### config.mk
export PLATFORM = sky130hd
export DESIGN_NAME = probe_message_stream
export DESIGN_NICKNAME = d
export VERILOG_FILES = /design/src/rtl/probe_message_stream.sv
export SDC_FILE = /design/constraint.sdc
export NUM_CORES = 1
export LEC_CHECK = 0
export CAP_MARGIN = 40
export CORE_MARGIN = 2
export CORE_UTILIZATION = 30
export DETAILED_ROUTE_END_ITERATION = 6
export PLACE_DENSITY_LB_ADDON = 0.25
export SETUP_SLACK_MARGIN = 0.3
export SYNTH_ARGS = -nofsm -noshare
export SYNTH_HDL_FRONTEND = slang
export SYNTH_SLANG_ARGS = --single-unit
### constraint.sdc
create_clock -name clk_in -period 2.87 [get_ports clk_in]
set_clock_uncertainty 0.05 [all_clocks]
set_input_delay 0.4305 -clock clk_in [delete_from_list [all_inputs] [get_ports clk_in]]
set_output_delay 0.4305 -clock clk_in [all_outputs]
set_load 0.03 [all_outputs]
### src/rtl/probe_message_stream.sv
// probe_message_stream: packs checkpoint events into header + payload byte messages on a valid/ready stream.
// Optional feature macro PROBE_DROP_COUNT_EN appends a saturating drop-count trailer byte to overflowed messages.
module probe_message_stream #(
    parameter int NUM_CP   = 2,
    parameter int CP_BYTES = 3,
    parameter int DELAY_W  = 13
) (
    input  logic                         clk_in,
    input  logic                         rst_n_in,
    input  logic [NUM_CP-1:0]            cp_en_in,
    input  logic [NUM_CP*CP_BYTES*8-1:0] cp_payload_in,
    output logic [7:0]                   out_data,
    output logic                         out_valid,
    output logic                         out_last,
    input  logic                         out_ready,
    output logic                         busy
);
    // state | meaning
    // IDLE  | nothing in flight, any trigger is captured
    // SEND  | streaming the buffered message, new events are dropped
    localparam int HDR_W     = DELAY_W + NUM_CP + 1;
    localparam int HDR_BYTES = (HDR_W + 7) / 8;
    localparam int HDR_PW    = HDR_BYTES * 8;
    localparam int CP_W      = CP_BYTES * 8;
`ifdef PROBE_DROP_COUNT_EN
    localparam int TRL_BYTES = 1;
`else
    localparam int TRL_BYTES = 0;
`endif
    localparam int MAX_BYTES = HDR_BYTES + NUM_CP * CP_BYTES + TRL_BYTES;
    localparam int MSG_W     = MAX_BYTES * 8;
    localparam int CNT_W     = $clog2(MAX_BYTES + 1);
    localparam logic [DELAY_W-1:0] DELAY_MAX = '1;

    typedef enum logic {IDLE, SEND} state_t;

    state_t             state_q, state_d;
    logic [7:0]         out_data_q, out_data_d;
    logic               out_valid_q, out_valid_d;
    logic               out_last_q, out_last_d;
    logic [MSG_W-1:0]   shift_q, shift_d;
    logic [CNT_W-1:0]   rem_q, rem_d;
    logic [DELAY_W-1:0] delay_q, delay_d;
    logic               ovf_q, ovf_d;
`ifdef PROBE_DROP_COUNT_EN
    logic [7:0]         drop_cnt_q, drop_cnt_d;
`endif

    logic [HDR_PW-1:0]  hdr;
    logic [MSG_W-1:0]   msg;
    logic [CNT_W-1:0]   msg_len;
    int                 pos;
    logic               hs, last_hs, can_accept, trigger, capture, drop;

    // Enabled payloads are packed densely after the header in ascending checkpoint order.
    always_comb begin
        hdr = HDR_PW'({delay_q, ovf_q, cp_en_in});
        msg = MSG_W'(hdr);
        pos = HDR_BYTES;
        for (int k = 0; k < NUM_CP; k++) begin
            if (cp_en_in[k]) begin
                msg = msg | (MSG_W'(CP_W'(cp_payload_in >> (k * CP_W))) << (pos * 8));
                pos = pos + CP_BYTES;
            end
        end
`ifdef PROBE_DROP_COUNT_EN
        if (ovf_q) begin
            msg = msg | (MSG_W'(drop_cnt_q) << (pos * 8));
            pos = pos + 1;
        end
`endif
        msg_len = CNT_W'(pos);
    end

    always_comb begin
        hs         = out_valid_q && out_ready;
        last_hs    = (state_q == SEND) && hs && out_last_q;
        can_accept = (state_q == IDLE) || last_hs;
        trigger    = (|cp_en_in) || (delay_q == DELAY_MAX);
        capture    = trigger && can_accept;
        drop       = (|cp_en_in) && !can_accept;

        state_d     = state_q;
        out_data_d  = out_data_q;
        out_valid_d = out_valid_q;
        out_last_d  = out_last_q;
        shift_d     = shift_q;
        rem_d       = rem_q;

        if (capture) begin
            state_d     = SEND;
            out_valid_d = 1'b1;
            out_data_d  = msg[7:0];
            out_last_d  = (msg_len == CNT_W'(1));
            shift_d     = msg >> 8;
            rem_d       = msg_len - CNT_W'(1);
        end else if ((state_q == SEND) && hs) begin
            if (out_last_q) begin
                state_d     = IDLE;
                out_valid_d = 1'b0;
                out_last_d  = 1'b0;
            end else begin
                out_data_d  = shift_q[7:0];
                out_last_d  = (rem_q == CNT_W'(1));
                shift_d     = shift_q >> 8;
                rem_d       = rem_q - CNT_W'(1);
            end
        end

        // Saturation keeps the heartbeat trigger pending while a message is in flight.
        if (capture)
            delay_d = DELAY_W'(1);
        else if (delay_q != DELAY_MAX)
            delay_d = delay_q + DELAY_W'(1);
        else
            delay_d = delay_q;

        if (capture)
            ovf_d = 1'b0;
        else if (drop)
            ovf_d = 1'b1;
        else
            ovf_d = ovf_q;

`ifdef PROBE_DROP_COUNT_EN
        if (capture && ovf_q)
            drop_cnt_d = drop ? 8'd1 : 8'd0;
        else if (drop && (drop_cnt_q != 8'hFF))
            drop_cnt_d = drop_cnt_q + 8'd1;
        else
            drop_cnt_d = drop_cnt_q;
`endif
    end

    always_ff @(posedge clk_in) begin
        if (!rst_n_in) begin
            state_q     <= IDLE;
            out_data_q  <= 8'd0;
            out_valid_q <= 1'b0;
            out_last_q  <= 1'b0;
            shift_q     <= '0;
            rem_q       <= '0;
            delay_q     <= DELAY_W'(1);
            ovf_q       <= 1'b0;
`ifdef PROBE_DROP_COUNT_EN
            drop_cnt_q  <= 8'd0;
`endif
        end else begin
            state_q     <= state_d;
            out_data_q  <= out_data_d;
            out_valid_q <= out_valid_d;
            out_last_q  <= out_last_d;
            shift_q     <= shift_d;
            rem_q       <= rem_d;
            delay_q     <= delay_d;
            ovf_q       <= ovf_d;
`ifdef PROBE_DROP_COUNT_EN
            drop_cnt_q  <= drop_cnt_d;
`endif
        end
    end

    assign out_data  = out_data_q;
    assign out_valid = out_valid_q;
    assign out_last  = out_last_q;
    assign busy      = (state_q == SEND);

endmodule

==> results by group <==
Critical path
  • CP endpoint kind: flop
  • Critical Path AT: about 2.6 ns
  • Worst Setup Path Type: input pin to flop
  • Startpoint Class: input pin
  • Crit-path max FO: 21
  • Crit path required time: 3.05 ns
  • FF-to-FF setup slack: 0.79 ns

Placement
  • Routability Congestion: 0.805
  • DP Area: 5280 um2
  • Port bufs: 63
  • Detailed placer's ending HPWL: 9120 um

Route
  • Vias/cell: ~5.6
  • Post-route ant nets: 0
  • Initial detailed-routing violation count: 330
  • DR WL/cell: 17.8 um
  • DRT Pass-1 Iters: 7
  • Via count: 4129
  • Residual DRC: 0
  • Final wirelength: 13200 um

Floorplanning
  • Die X: around 130 um
  • Die H: roughly 130 um
  • Initial Util: 0.306
  • Die area: 15800 um2
  • Ports: 64
  • Core area: 14500 um2
  • # rows: 44

GRT
  • First-pass GRT wire length: 21500 um
  • Initial antenna violation count: 0
  • Largest net degree at the start of global routing: 53
  • Total GRT Usage: 0.168
  • Gr ovfl total: 0
  • Vias in the first global route: 3909

Yosys
  • Unique masters post-synth: 58
  • #FFs+latches synth: between 80 and 90
  • Synth warnings: 0
  • Primary FF master, synth: dfxtp_1
  • Post-synth EDFFs: 0
  • Async SR Flop Fraction: 0
  • Synthesized Nets: around 570
  • Seq/Total Area, Yosys: 0.378
  • Syn Std Cell Area: 4450 um2
  • Post-synthesis area per instance: around 8.8 um2
  • Synthesized instance count: 507

Run status
  • Status: finished, final reports clean

Clock network
  • Post-CTS Setup Repair Bufs: 0
  • Hold_buf cts: 0
  • Clock buffer depth: 2
  • CTS resizes: 0
  • Clock transition at path regs: 0.06 ns
  • CTS tree: built
  • Clk root buf: clkbuf_16
  • Clock Sinks: 84
  • H-tree levels: 3
  • Clk Latency, worst-skew pair: 0.34 ns
  • CTS Buf Count: 9

Power
  • Power Dens Cells: between 500 and 600 nW/um2
  • P_leak: 1.99 nW
  • Clock share of power: 0.384
  • Logic pwr share: 0.175
  • Worst VDD drop: 0.000238 V
  • Net Switching: approximately 0.00077 W
  • Overall Power: between 0.002 and 0.003 W
  • Reg power frac: 0.441
  • Int Pwr: 0.00211 W
  • Switching Fraction: 0.268

Timing
  • Setup violators final: 0
  • Max frequency: 419 MHz
  • Final Hold Viols: 0
  • Slew @ Worst Pin: 0.768 ns
  • Tcrit/Tclk final: 0.833
  • Unrepaired setup endpoints after global routing: no
  • Setup TNS: 0 ns
  • Max-slew violations: 0
  • Final Critical Period: 2.39 ns
  • Rel. slew slack: 0.483

Finish
  • Fill cells: between 1500 and 2000
  • Final core utilization: 0.385
  • Antenna Cells: 0
  • Layout cells sized above 1: 0.114
  • Nets: 613
  • Design area: 5590 um2
  • Area Growth Syn to Fin: 25.6%

Worst hold path
  • Worst Hold Class: flop to flop

Job
  • Max-cap violation count: 0
[final timing paths]
check / startpoint / endpoint / cells past startpoint
worst min register to register: shift_q[7]$_SDFFE_PN0P_ / shift_q[7]$_SDFFE_PN0P_ / 2
worst min-delay path: shift_q[7]$_SDFFE_PN0P_ / shift_q[7]$_SDFFE_PN0P_ / 2
worst max-delay path: cp_en_in[1] / shift_q[10]$_SDFFE_PN0P_ / 8
worst max register to register: delay_q[0]$_SDFFE_PP1N_ / shift_q[12]$_SDFFE_PN0P_ / 5
[placed cells by master (no fill, tap or decap), types with 15 or more instances in the layout]
cell	count
mux2i_1	18
nand4_1	43
nand3_1	35
o21ai_0	34
dfxtp_1	84
and3_1	15
nand2_1	38
buf_4	20
clkdlybuf4s50_1	62
o211ai_1	29
a21boi_0	21
[flip-flops by register name, summed over array words and instances (netlist names)]
register   cells
shift_q       56
out_last       1
ovf_q          1
delay_q       13
rem_q          4
out_data       8
out_valid      1
[power by group through the flow]
stage                     Clock, W  Sequential [W]  Combinational (W)
final                      0.00111         0.00127           0.000506
after global routing       0.00118         0.00128           0.000552
after CTS                  0.00113         0.00127           0.000501
after detailed placement         0         0.00130           0.000499
after global placement           0         0.00130           0.000494
after floorplan                  0         0.00130           0.000283
[synthesized netlist by cell type (all sizes together) (5+ instances only)]
| cell | number | share of area |
|---|---|---|
| ha | 6 | 0.017 |
| o211a | 9 | 0.020 |
| a22oi | 6 | 0.010 |
| a21oi | 12 | 0.016 |
| nand4 | 44 | 0.063 |
| nand3 | 35 | 0.039 |
| o31ai | 5 | 0.012 |
| nor2 | 12 | 0.011 |
| buf | 26 | 0.036 |
| mux2i | 18 | 0.040 |
| o211ai | 29 | 0.049 |
| nand2 | 39 | 0.035 |
| dfxtp | 84 | 0.38 |
| o21ai | 38 | 0.044 |
| a21boi | 21 | 0.035 |
| inv | 8 | 0.0067 |
| a22o | 9 | 0.018 |
| a221oi | 5 | 0.0098 |
| mux2 | 12 | 0.030 |
| clkbuf | 26 | 0.022 |
| and3 | 15 | 0.021 |
[cells by family after synthesis]
logic type | synth area share
XOR/XNOR | 0.00983
multiplexers | 0.0708
buffers and inverters | 0.0654
AO/OA/AOI/OAI | 0.250
flip-flops | 0.378
adder cells (fa/ha/maj) | 0.0169
AND/OR/NAND/NOR | 0.209
[through the flow]
| step | hold slack [ns] | std cells | setup WS [ns] |
|---|---|---|---|
| 3_3_place_gp | 0.414 | 724 | 0.0924 |
| 2_1_floorplan | 0.387 | 507 | 0.702 |
| 5_1_grt | 0.444 | 743 | 0.364 |
| 3_5_place_dp | 0.415 | 725 | 0.170 |
| 4_1_cts | 0.423 | 741 | 0.431 |
| 6_report | 0.417 | 743 | 0.481 |
[cell type report]
cell class	count	area, um2	share of cell area
Multi-Input combinational cell	362	2490	0.445
Timing Repair Buffer	88	876	0.157
Clock buffer	15	278	0.0497
Tap cell	184	230	0.0412
Clock inverter	1	5.00	0.000895
Sequential cell	84	1680	0.301
Inverter	9	33.8	0.00604
[metal layers]
metal  vias to the layer above  wire [um]  track usage
met1                      1975       6460        0.245
met5                         -          0            0
met4                         0        139       0.0511
met3                        10        598       0.0212
li1                       2030          -            -
met2                       114       6050        0.261
[critical path, cell delays in order]
cell and delay, ns:
clkdlybuf4s50_1 0.45, inv_1 0.13, ha_1 0.35, inv_1 0.22, o21ai_2 0.36, buf_4 0.31, o21ai_0 0.12, and3_1 0.18
Note: power is estimated with default switching activity, not from simulation.
